File: src/rtl/logic_op_pkg.sv
// Shared opcode and FSM encodings for the logic-op arbiter slice.
// Imported by logic_op_unit and logic_op_arbiter.
package logic_op_pkg;

    localparam logic [1:0] OP_AND  = 2'b00;
    localparam logic [1:0] OP_OR   = 2'b01;
    localparam logic [1:0] OP_SEL  = 2'b10;
    localparam logic [1:0] OP_MASK = 2'b11;

    typedef enum logic [1:0] {
        ST_IDLE = 2'b00,
        ST_EXEC = 2'b01,
        ST_RESP = 2'b10
    } state_e;

endpackage

File: src/rtl/logic_op_arbiter_if.sv
// Request/response bundle between NREQ clients and the shared logic-op unit.
// Clients use the master modport; the arbiter uses the slave modport.
interface logic_op_arbiter_if #(
    parameter int unsigned NREQ  = 4,
    parameter int unsigned WIDTH = 4
);
    localparam int unsigned IDW = $clog2(NREQ);

    logic [NREQ-1:0]       req_valid;
    logic [NREQ-1:0]       req_ready;
    logic [2*NREQ-1:0]     req_op;
    logic [WIDTH*NREQ-1:0] req_a;
    logic [WIDTH*NREQ-1:0] req_b;
    logic [NREQ-1:0]       req_sel;
    logic                  resp_valid;
    logic                  resp_ready;
    logic [IDW-1:0]        resp_id;
    logic [WIDTH-1:0]      resp_data;

    modport master (
        output req_valid, req_op, req_a, req_b, req_sel, resp_ready,
        input  req_ready, resp_valid, resp_id, resp_data
    );

    modport slave (
        input  req_valid, req_op, req_a, req_b, req_sel, resp_ready,
        output req_ready, resp_valid, resp_id, resp_data
    );

endinterface

File: src/rtl/logic_op_unit.sv
// Combinational 4-function logic unit: AND, OR, select, mask.
// Used standalone as well as behind logic_op_arbiter.
module logic_op_unit
    import logic_op_pkg::*;
#(
    parameter int unsigned WIDTH = 4
) (
    input  logic [1:0]       op,
    input  logic [WIDTH-1:0] a,
    input  logic [WIDTH-1:0] b,
    input  logic             sel,
    output logic [WIDTH-1:0] y
);

    always_comb begin
        y = '0;
        unique case (op)
            OP_AND:  y = a & b;
            OP_OR:   y = a | b;
            OP_SEL:  y = sel ? a : b;
            OP_MASK: y = ({WIDTH{sel}} & a) | (a & b);
            default: y = '0;
        endcase
    end

endmodule

File: src/rtl/logic_op_arbiter.sv
// Round-robin arbiter sharing one logic_op_unit among NREQ requesters.
// One op in flight: accept (IDLE) -> compute (EXEC) -> hold result (RESP).
module logic_op_arbiter
    import logic_op_pkg::*;
#(
    parameter int unsigned NREQ  = 4,
    parameter int unsigned WIDTH = 4
) (
    input logic               clk,
    input logic               rst,
    logic_op_arbiter_if.slave bus
);

    localparam int unsigned IDW = $clog2(NREQ);

    state_e           state_q, state_d;
    logic [IDW-1:0]   last_grant_q;
    logic [IDW-1:0]   grant_q;
    logic [1:0]       op_q;
    logic [WIDTH-1:0] a_q;
    logic [WIDTH-1:0] b_q;
    logic             sel_q;
    logic [WIDTH-1:0] resp_data_q;
    logic [IDW-1:0]   resp_id_q;

    logic             any_valid;
    logic [IDW-1:0]   pick;
    logic [1:0]       op_mux;
    logic [WIDTH-1:0] a_mux;
    logic [WIDTH-1:0] b_mux;
    logic             sel_mux;
    logic [WIDTH-1:0] unit_y;

    // Rotate so that last_grant+1 sits at bit 0, take the lowest set bit,
    // then rotate the index back into requester numbering.
    function automatic logic [IDW-1:0] rr_pick(input logic [NREQ-1:0] valid,
                                               input logic [IDW-1:0]  last);
        logic [NREQ-1:0] rot;
        int unsigned     base;
        int unsigned     idx;
        logic            found;
        base  = (32'(last) + 1) % NREQ;
        idx   = 0;
        found = 1'b0;
        for (int unsigned i = 0; i < NREQ; i++) begin
            rot[i] = valid[(base + i) % NREQ];
        end
        for (int unsigned i = 0; i < NREQ; i++) begin
            if (!found && rot[i]) begin
                idx   = i;
                found = 1'b1;
            end
        end
        return IDW'((base + idx) % NREQ);
    endfunction

    assign any_valid = |bus.req_valid;
    assign pick      = rr_pick(bus.req_valid, last_grant_q);

    always_comb begin
        op_mux  = '0;
        a_mux   = '0;
        b_mux   = '0;
        sel_mux = 1'b0;
        for (int unsigned i = 0; i < NREQ; i++) begin
            if (pick == IDW'(i)) begin
                op_mux  = bus.req_op[2*i +: 2];
                a_mux   = bus.req_a[WIDTH*i +: WIDTH];
                b_mux   = bus.req_b[WIDTH*i +: WIDTH];
                sel_mux = bus.req_sel[i];
            end
        end
    end

    logic_op_unit #(
        .WIDTH (WIDTH)
    ) u_unit (
        .op  (op_q),
        .a   (a_q),
        .b   (b_q),
        .sel (sel_q),
        .y   (unit_y)
    );

    // Next state and the combinational accept strobe.
    always_comb begin
        state_d       = state_q;
        bus.req_ready = '0;
        unique case (state_q)
            ST_IDLE: begin
                if (any_valid) begin
                    bus.req_ready[pick] = 1'b1;
                    state_d             = ST_EXEC;
                end
            end
            ST_EXEC: state_d = ST_RESP;
            ST_RESP: begin
                if (bus.resp_ready) begin
                    state_d = ST_IDLE;
                end
            end
            default: state_d = ST_IDLE;
        endcase
    end

    always_ff @(posedge clk) begin
        if (rst) begin
            state_q      <= ST_IDLE;
            last_grant_q <= IDW'(NREQ - 1);
            grant_q      <= '0;
            op_q         <= '0;
            a_q          <= '0;
            b_q          <= '0;
            sel_q        <= 1'b0;
            resp_data_q  <= '0;
            resp_id_q    <= '0;
        end else begin
            state_q <= state_d;
            if (state_q == ST_IDLE && any_valid) begin
                grant_q <= pick;
                op_q    <= op_mux;
                a_q     <= a_mux;
                b_q     <= b_mux;
                sel_q   <= sel_mux;
            end
            if (state_q == ST_EXEC) begin
                resp_data_q  <= unit_y;
                resp_id_q    <= grant_q;
                last_grant_q <= grant_q;
            end
        end
    end

    assign bus.resp_valid = (state_q == ST_RESP);
    assign bus.resp_data  = resp_data_q;
    assign bus.resp_id    = resp_id_q;

`ifndef SYNTHESIS
    a_ready_onehot: assert property (@(posedge clk) disable iff (rst)
        $onehot0(bus.req_ready));
    a_ready_idle_only: assert property (@(posedge clk) disable iff (rst)
        (state_q != ST_IDLE) |-> (bus.req_ready == '0));
`endif

endmodule

File: src/flat_wrapper.sv
// flat-port wrapper written by rule: the top's interface ports become plain ports
module logic_op_arbiter_flat import logic_op_pkg::*;
#(
    parameter int unsigned NREQ  = 4,
    parameter int unsigned WIDTH = 4
)
  (clk, rst, bus_req_valid, bus_req_op, bus_req_a, bus_req_b, bus_req_sel, bus_resp_ready, bus_req_ready, bus_resp_valid, bus_resp_id, bus_resp_data);
  logic_op_arbiter_if #(.NREQ(NREQ), .WIDTH(WIDTH)) bus_i ();
  input logic clk;
  input logic rst;
  input wire logic [$bits(bus_i.req_valid)-1:0] bus_req_valid;
  input wire logic [$bits(bus_i.req_op)-1:0] bus_req_op;
  input wire logic [$bits(bus_i.req_a)-1:0] bus_req_a;
  input wire logic [$bits(bus_i.req_b)-1:0] bus_req_b;
  input wire logic [$bits(bus_i.req_sel)-1:0] bus_req_sel;
  input wire logic [$bits(bus_i.resp_ready)-1:0] bus_resp_ready;
  output wire logic [$bits(bus_i.req_ready)-1:0] bus_req_ready;
  output wire logic [$bits(bus_i.resp_valid)-1:0] bus_resp_valid;
  output wire logic [$bits(bus_i.resp_id)-1:0] bus_resp_id;
  output wire logic [$bits(bus_i.resp_data)-1:0] bus_resp_data;
  assign bus_i.req_valid = bus_req_valid;
  assign bus_i.req_op = bus_req_op;
  assign bus_i.req_a = bus_req_a;
  assign bus_i.req_b = bus_req_b;
  assign bus_i.req_sel = bus_req_sel;
  assign bus_i.resp_ready = bus_resp_ready;
  assign bus_req_ready = bus_i.req_ready;
  assign bus_resp_valid = bus_i.resp_valid;
  assign bus_resp_id = bus_i.resp_id;
  assign bus_resp_data = bus_i.resp_data;
  logic_op_arbiter #(.NREQ(NREQ), .WIDTH(WIDTH)) u_core (.clk(clk), .rst(rst), .bus(bus_i));
endmodule
File: config.mk
export PLATFORM = sky130hd
export DESIGN_NAME = logic_op_arbiter_flat
export DESIGN_NICKNAME = d
export VERILOG_FILES = /design/src/rtl/logic_op_pkg.sv /design/src/rtl/logic_op_arbiter_if.sv /design/src/rtl/logic_op_unit.sv /design/src/rtl/logic_op_arbiter.sv /design/src/flat_wrapper.sv
export SDC_FILE = /design/constraint.sdc
export NUM_CORES = 1
export LEC_CHECK = 0
export CORE_MARGIN = 3
export CORE_UTILIZATION = 39
export CTS_CLUSTER_DIAMETER = 120
export CTS_CLUSTER_SIZE = 16
export DETAILED_ROUTE_END_ITERATION = 7
export PLACE_DENSITY = 0.79
export SYNTH_ARGS = -nofsm -noshare
export SYNTH_HDL_FRONTEND = slang
export SYNTH_SLANG_ARGS = --single-unit
export TNS_END_PERCENT = 50
File: constraint.sdc
create_clock -name clk -period 2.8 [get_ports clk]
set_input_delay 0.56 -clock clk [delete_from_list [all_inputs] [get_ports clk]]
set_output_delay 0.56 -clock clk [all_outputs]
set_load 0.02 [all_outputs]
Yosys cells after proc, flatten, opt, wreduce, memory -nomap -nowiden

Index checks and enable logic that the tools add are counted.

Magnitude comparators: 6
Bitwise gates (word level): 4
Equality and inequality tests: 10
Add/subtract/negate cells: 5
Reductions and logical operators: 13
Mux-type cells: 39

Operators by type and width:

| cell                                                       | count |
|---|---|
| two-way mux 4 bit                                          | 11 |
| two-way mux 2 bit                                          | 8 |
| case mux 4 bit (4 select lines)                            | 1 |
| less-than comparator 2 x 3 -> 1 bit, second input constant | 5 |
| two-way mux 1 bit                                          | 13 |
| equality test 2 bit, second input constant                 | 5 |
| AND 4 bit                                                  | 2 |
| binary-select mux 1 bit (select 2 bit)                     | 4 |
| OR 4 bit                                                   | 2 |
| equality test 2 x 1 -> 1 bit, second input constant        | 3 |
| logical NOT 2 bit                                          | 3 |
| case mux 2 bit (3 select lines)                            | 1 |
| logical AND 1 bit                                          | 5 |
| adder 2 x 1 -> 2 bit, second input constant                | 2 |
| adder 2 bit, second input constant                         | 2 |
| OR reduction 4 bit                                         | 1 |
| logical NOT 1 bit                                          | 3 |
| adder 2 bit                                                | 1 |
| demux 1 bit (select 2 bit)                                 | 1 |
| >= comparator 2 x 1 -> 1 bit, second input constant        | 1 |
| inequality test 2 x 1 -> 1 bit, second input constant      | 1 |
| inequality test 2 bit, second input constant               | 1 |
| AND reduction 2 bit                                        | 1 |

Input bits: 51
Output and inout bits: 11
Bits in registers: 23

Logic depth before layout (Yosys ltp)

Gate-level depths: netlist of the first run.

Depth in word-level cells: 20
Mapped depth: 11
Mapped depth without buffers: 11

Hierarchy

A second synthesis of the first run with hierarchy kept.

Cell total of the unflattened synthesis: 214
Area, all modules: 1671.6 um^2

By module, submodules not included:

| module           | area each (um^2) | cells an instance | instances |
|---|---|---|---|
| logic_op_arbiter | 1537.7           | 195               | 1 |
| logic_op_unit    | 133.9            | 19                | 1 |

Worst setup path after synthesis of the first run

OpenSTA, ideal clock, no wires.

Path kind: in2out
Start: input bus_req_valid[1]
End: output bus_req_ready[0]
Slack: -532 ps
Cell stages on the path: 9
Data required time: 2240 ps
Path buffers: 2
Data arrival time: 2772 ps
Cells stage by stage: buf_2 > or4_1 > o221ai_1 > ha_1 > xnor2_1 > xnor2_1 > xnor2_1 > buf_2 > nor3_1

Cells in the longest elaborated chain, start to end: 19
Elaborated cells on any way between the ends: 29
Those cells by class: 1 x add/sub; 2 x order compare; 18 x mux; 8 x reduce/logical

Ends and longest elaborated chain:

| what                                                                                                      | line                   | RTL |
|---|---|---|
| from (decl)                                                                                               | flat_wrapper.sv:11     | `input wire logic [$bits(bus_i.req_valid)-1:0] bus_req_valid;` |
| binary-select mux 1 bit (select 2 bit)                                                                    | logic_op_arbiter.sv:46 | `rot[i] = valid[(base + i) % NREQ];` |
| two-way mux 1 bit (not written as such)                                                                   | logic_op_arbiter.sv:46 |  |
| two-way mux 1 bit                                                                                         | logic_op_arbiter.sv:49 | `if (!found && rot[i]) begin` |
| logical NOT 1 bit                                                                                         | logic_op_arbiter.sv:49 |  |
| logical AND 1 bit                                                                                         | logic_op_arbiter.sv:49 |  |
| two-way mux 1 bit                                                                                         | logic_op_arbiter.sv:49 |  |
| logical NOT 1 bit                                                                                         | logic_op_arbiter.sv:49 |  |
| logical AND 1 bit                                                                                         | logic_op_arbiter.sv:49 |  |
| [3 not listed]                                                                                            | n/a                    |  |
| two-way mux 2 bit                                                                                         | logic_op_arbiter.sv:49 |  |
| adder 2 bit                                                                                               | logic_op_arbiter.sv:54 | `return IDW'((base + idx) % NREQ);` |
| less-than comparator 2 x 3 -> 1 bit (not written as such) or >= comparator 2 x 1 -> 1 bit (tied branches) | logic_op_arbiter.sv:92 | `bus.req_ready[pick] = 1'b1;` |
| logical AND 1 bit (not written as such)                                                                   | logic_op_arbiter.sv:92 |  |
| two-way mux 1 bit (not written as such)                                                                   | logic_op_arbiter.sv:92 |  |
| demux 1 bit (select 2 bit)                                                                                | n/a                    |  |
| two-way mux 4 bit *                                                                                       | logic_op_arbiter.sv:91 | `if (any_valid) begin` |
| two-way mux 4 bit *                                                                                       | logic_op_arbiter.sv:89 | `unique case (state_q)` |
| to (decl)                                                                                                 | flat_wrapper.sv:17     | `output wire logic [$bits(bus_i.req_ready)-1:0] bus_req_ready;` |

Every way passes the cells marked *; elsewhere a longest branch is shown, timed or not. The select of a mux whose other input is x is not followed.

Worst setup path after layout of the first run

Start: input bus_req_valid[3]
End: output bus_req_ready[0]

The elaborated chain is that of the path after synthesis.

==> results.toml, run 1 <==
[setup_path]
timing.critical_path.cells = "buf_8 > or2_1 > o211a_1 > o221ai_4 > ha_4 > xnor2_4 > xnor2_2 > xnor2_2 > nor3_4 > buf_6"
critical_path.top_delay_family = "compound AO/OA/AOI/OAI gates"
critical_path.most_common_cell = "xnor2_2"
reg2reg_to = "u_core.op_q[1]"
critPathRequiredTime_ns = 2.24
r2r-start = "u_core.last_grant_q[0]"
regToRegSetupSlack_ns = 0.15
worstPathArrival_ns = 2.28
cp-start-kind = "input pin"
worst_r2r_path_depth = 12
critical_path.slowest_cell = "o211a_1"
slowest_delay_ns = 0.27
critical_path_buf_inv_count = 2
critical_path.max_fanout = 4
setup.worst_path.end_class = "output port"
cp_depth = 10
path_class = "in2out"

[synth]
synth_register_bits = 23
async_flop_share_pct = 0
synth_enable_flop_cells = 0
synth-seq-area-share_pct = 29.0
synthFlopType = "dfxtp_1"
netlist_area_mm2 = 0.00159
syn_inst = 182
synth.net_count = 234
synthDistinctLibCells = 41
synth-warning-count = 0
syn_area_per_cell_um2 = 8.71

[drt]
antenna_violating_nets_post_route = 0
routed_wirelength_um = 4550
route.vias.total = 1692
wl_per_cell_um = 14.5
drt_iter0_markers = 116
vias_per_cell = 5.41
drt-pass1-iter-count = 4
detail_route.drc_violations = 0

[timing]
clock-skew-final_ns = 0.00301
fmaxAchievable_mhz = 352
timing.final.crit_period_ns = 2.84
final_hold_viol_count = 0
max_slew_violation_count = 0
max_slew.worst_pin.slew_ns = 0.478
report.final.setup_viol = 3
finalWorstSetupSlack_ns = -0.0414
maxSlewHeadroom_pct = 68.1
final.period_utilization_pct = 101
rsz0062_at_grt = "true"

[final_layout]
mostFrequentLayoutCells = "53 x clkdlybuf4s50_1, 28 x buf_4, 22 x dfxtp_1, 13 x nor2_1, 12 x nand2_1"
most_common_cell_after_layout_fill_and_taps_aside = "clkdlybuf4s50_1"
syn_to_final_growth_pct = 64.6
final-instance-count-excl-fill = 313
num_antenna_cells = 0
post_route_utilization_pct = 68.7
drive_gt1_share_pct = 29.8
final_net_count = 318

[global_route]
grt_remaining_overflow = 0
gr-usage-all-layers_pct = 18.3
via_count_of_the_first_global_routing_pass = 1597
grt_max_degree = 19
grt_antenna_before_repair = 0
grt_pass1_wl_um = 7360

[clock_network]
tritoncts = "done"
cts_htree_levels = 1
cts_hold_repair.buffers = 0
cts.root.buffer_cell = "clkbuf_8"
clock_path_buffers = 2
insertion_delay_ns = 0.26
cts_inserted_buffers = 3
worst_setup_hold_path_clk_slew_ns = 0.08
tritoncts_num_sinks = 23

[die]
die_h_um = 69.8
floorplan.core_area_mm2 = 0.00380
num_rows = 22
floorplan.initialDensity_pct = 41.7
fp.dieArea_mm2 = 0.00487
die_width_um = 69.8
ioPinCount = 62

[placement]
place_worst_setup_slack_ns = -0.966
dp_hpwl_um = 3560
place_congestion = 0.807
placed_cells = 304
io_buffers = 61

[job]
max_cap_violations = 0

[worst_hold_path]
hold_path.startpoint = "u_core.bus.resp_id[0]"
worst_hold_path.endpoint = "u_core.bus.resp_id[0]"
min_path_type = "reg2reg"
worstHoldPathCells = 2

[run_status]
failed_checks = "negative setup slack"
status = "finished, violations left"

[power_and_ir_drop]
total_power_mw = 1.61
pwr_density_cell_mw_per_mm2 = 618
cellLeakagePower_nw = 1.02
worst_vdd_ir_mv = 0.303
==> registers in the layout, summed over array words and instances (netlist names) <==
signal and flops:
u_core.sel_q 1, u_core.grant_q 2, u_core.bus.resp_id 2, u_core.state_q 2, u_core.last_grant_q 2, u_core.a_q 4, u_core.op_q 2, u_core.bus.resp_data 4
u_core.b_q 4
==> logic make-up after synthesis <==
group / share of synthesized area, %
and+or+nand+nor: 19.0
AOI/OAI and AO/OA: 29.1
DFF: 29.0
buffers and inverters: 5.29
muxes: 10.4
xor gates and xnor gates: 4.42
adders and majority gates: 2.68
==> area by class of cell <==
class                      instances  area, µm²
fill                             329       1190
multi-input combinational        143       1180
timing repair buffer              91        845
sequential                        23        462
tap                               48       60.1
clock buffer                       4       45.0
inverter                           4       17.5
==> routing by layer <==
metal	wire length [µm]	global-route usage [%]
met5	0	0
met4	53	5.32
met3	246	2.61
met2	2250	30.4
met1	2000	24.7
==> repair_timing <==
action,CTS,global route
setup endpoints to repair,16,9
pin swaps,12,6
cloned,0,0
setup buffers,4,1
resized for setup,51,8
==> power breakdown <==
| part | internal [mW] | switching, mW | leakage [nW] |
|---|---|---|---|
| logic | 0.503 | 0.441 | 0.811 |
| registers | 0.398 | 0.0672 | 0.190 |
| clock network | 0.102 | 0.101 | 0.0228 |
==> worst reg2reg max path, cell delays in order (launching register included) <==
cell and delay (ns):
dfxtp_2 0.36, or2_1 0.24, o211a_1 0.27, o221ai_4 0.19, ha_4 0.19, xnor2_4 0.15
xnor2_2 0.18, buf_4 0.16, buf_6 0.11, mux2_2 0.33, o22ai_2 0.11, o22ai_1 0.09
a22o_1 0.17
==> synth_stat cells (4+ instances only) <==
cell type | instances | area share, %
clkbuf_1 | 5 | 1.2
nand2_1 | 12 | 2.8
nor3_1 | 7 | 2.2
mux2i_1 | 12 | 7.6
or2_2 | 9 | 3.6
a21boi_1 | 7 | 3.3
dfxtp_1 | 23 | 29
nor2_1 | 15 | 3.6
a21oi_1 | 7 | 2.2
o22ai_1 | 6 | 2.4
o31ai_1 | 7 | 3.3
a22o_1 | 5 | 2.8
a32oi_1 | 9 | 5.0
mux2_2 | 4 | 2.8
nand2b_1 | 5 | 2.0
nand3_1 | 4 | 1.3
buf_2 | 5 | 1.6
==> metrics by stage <==
stage               TNS [ns]  cell area (µm²)  hold slack (ns)
finish               -0.0956             2610            0.458
global route          -0.496             2610            0.486
CTS                   -0.117             2560            0.463
detailed placement     -9.07             2460            0.452
global placement       -7.78             2460            0.442
floorplan             -0.631             1680            0.434
==> worst max path at each step <==
stage / from / to / slack (ns)
2_1_floorplan: bus_req_valid[1] / bus_req_ready[2] / -0.17
3_3_place_gp: bus_req_valid[0] / bus_req_ready[1] / -0.85
3_5_place_dp: bus_req_valid[3] / bus_req_ready[1] / -0.97
4_1_cts: bus_req_valid[3] / bus_req_ready[1] / -0.05
5_1_grt: bus_req_valid[3] / bus_req_ready[0] / -0.15
6_report: bus_req_valid[3] / bus_req_ready[0] / -0.04
Power figures use the tool's default switching activity.
==> run 2: changes to the inputs <==
Settings changed: CORE_UTILIZATION 39 to 52, DONT_BUFFER_PORTS set to 1, PLACE_DENSITY 0.79 to 0.7.
Clock period 2.8 ns to 3.65 ns, I/O delays scaled along.
==> run 2 against run 1 <==
Wire length shrank 21%. Count of clock-buffer cells in the layout shrank 1. Total power shrank 41%. Register-to-register slack gained 0.74 ns. Final cell count shrank 33%. Via count shrank 18%. Clock power shrank 40%. Sequential power shrank 21%. Sequential cell count is the same. Sequential share of layout area grew 10 points. Non-clock buffer count shrank 86. The flow now finishes without violations. Critical path depth shrank 2.
==> results.toml, run 2 (same netlist as run 1, synthesis figures left out) <==
[drt]
drt_iter0_markers = 61
antenna_violating_nets_post_route = 0
vias_per_cell = 6.57
routed_wirelength_um = 3610
detail_route.drc_violations = 0
wl_per_cell_um = 17.2
drt-pass1-iter-count = 4
route.vias.total = 1380

[setup_path]
worst_r2r_path_depth = 10
setup.worst_path.end_class = "output port"
endpoint = "bus_req_ready[0]"
worstPathArrival_ns = 2.64
critPathRequiredTime_ns = 2.92
reg2reg_to = "u_core.b_q[2]"
path_class = "reg2out"
critical_path.max_fanout = 9
regToRegSetupSlack_ns = 0.89
cp-start-kind = "flip-flop"
critical_path.startpoint = "u_core.last_grant_q[0]"
r2r-start = "u_core.last_grant_q[0]"

[run_status]
status = "complete, no violations"

[power_and_ir_drop]
worst_vdd_ir_mv = 0.309
total_power_mw = 0.954
pwr_density_cell_mw_per_mm2 = 580
cellLeakagePower_nw = 0.628

[global_route]
via_count_of_the_first_global_routing_pass = 1238
grt_antenna_before_repair = 0
grt_remaining_overflow = 0
gr-usage-all-layers_pct = 19.6
grt_max_degree = 25
grt_pass1_wl_um = 5590

[timing]
finalSetupTns_ns = 0
final_hold_viol_count = 0
maxSlewHeadroom_pct = 48.4
fmaxAchievable_mhz = 296
final.period_utilization_pct = 92.5
hold-worst-slack_ns = 0.463
report.final.setup_viol = 0
clock-skew-final_ns = 0.00513
finalWorstSetupSlack_ns = 0.275
timing.final.crit_period_ns = 3.37
max_slew.worst_pin.slew_ns = 0.771
max_slew_violation_count = 0
rsz0062_at_grt = "false"

[die]
num_rows = 19
die_width_um = 61.2
floorplan.core_area_mm2 = 0.00283
ioPinCount = 62
floorplan.initialDensity_pct = 56.0
die_h_um = 61.2
fp.dieArea_mm2 = 0.00375

[final_layout]
multi_input_comb_area_mm2 = 0.00106
num_antenna_cells = 0
drive_gt1_share_pct = 18.4
most_common_cell_after_layout_fill_and_taps_aside = "dfxtp_1"
syn_to_final_growth_pct = 3.71
final-instance-count-excl-fill = 210
design_area_mm2 = 0.00164
post_route_utilization_pct = 58.1
nFillCells = 262
layout.area.seq_um2 = 462
mostFrequentLayoutCells = "22 x dfxtp_1, 15 x nor2_1, 12 x nand2_1, 12 x mux2i_1"
final_net_count = 232

[job]
max_cap_violations = 0

[placement]
dp_hpwl_um = 2790
place_congestion = 0.840
placed_cells = 206
placedInstanceArea_mm2 = 0.00160
place_worst_setup_slack_ns = 0.135
io_buffers = 0

[clock_network]
cts.repair.resized = 1
worst_setup_hold_path_clk_slew_ns = 0.13
cts_hold_repair.buffers = 0
clock_path_buffers = 2
tritoncts = "done"
cts.root.buffer_cell = "clkbuf_4"
cts_htree_levels = 1
cts_inserted_buffers = 3
post_cts_setup_buffers = 0
insertion_delay_ns = 0.32
tritoncts_num_sinks = 23

[worst_hold_path]
min_path_type = "in2reg"
-- run 2: how the worst min path moves through the flow --
stage | startpoint | endpoint | slack [ns] | depth (start not counted)
2_1_floorplan | u_core.grant_q[1] | u_core.last_grant_q[1] | 0.43 | 2
3_3_place_gp | u_core.grant_q[0] | u_core.grant_q[0] | 0.44 | 2
3_5_place_dp | u_core.grant_q[0] | u_core.grant_q[0] | 0.46 | 2
4_1_cts | rst | u_core.bus.resp_id[1] | 0.46 | 1
5_1_grt | rst | u_core.bus.resp_data[0] | 0.44 | 1
6_report | rst | u_core.bus.resp_id[1] | 0.46 | 1
-- run 2: critical path, cell delays in order, from the launching register on --
cell and delay (ns):
dfxtp_2 0.41, or2_1 0.27, o211a_1 0.21, o221ai_1 0.20, ha_1 0.23, xnor2_2 0.11
xnor2_2 0.32, xnor2_1 0.19, nor3_2 0.39
-- run 2: cell type report --
class	count	area share, %
Clock inverter	1	0.304
Inverter	4	1.07
Sequential cell	23	28.1
Clock buffer	3	1.37
Multi-Input combinational cell	143	64.5
Timing Repair Buffer	5	2.28
Tap cell	31	2.36
-- run 2: metal layers --
layer	GRT usage, %	vias up	share of wire, %
met4	6.50	0	1.5
met1	26.3	644	48
met2	31.1	50	43
li1	-	681	-
met5	0	-	0
met3	3.98	5	7.1
-- run 2: where the power goes --
group          switching (mW)  total, mW  internal, mW
sequential             0.0634      0.369         0.305
clock                  0.0800      0.121        0.0410
combinational           0.252      0.464         0.213
==> run 3: changes to the inputs <==
Settings changed: GPL_ROUTABILITY_DRIVEN set to 0.
==> results of run 3 <==
Final layout, timing and power as in run 2 (identical DEF).
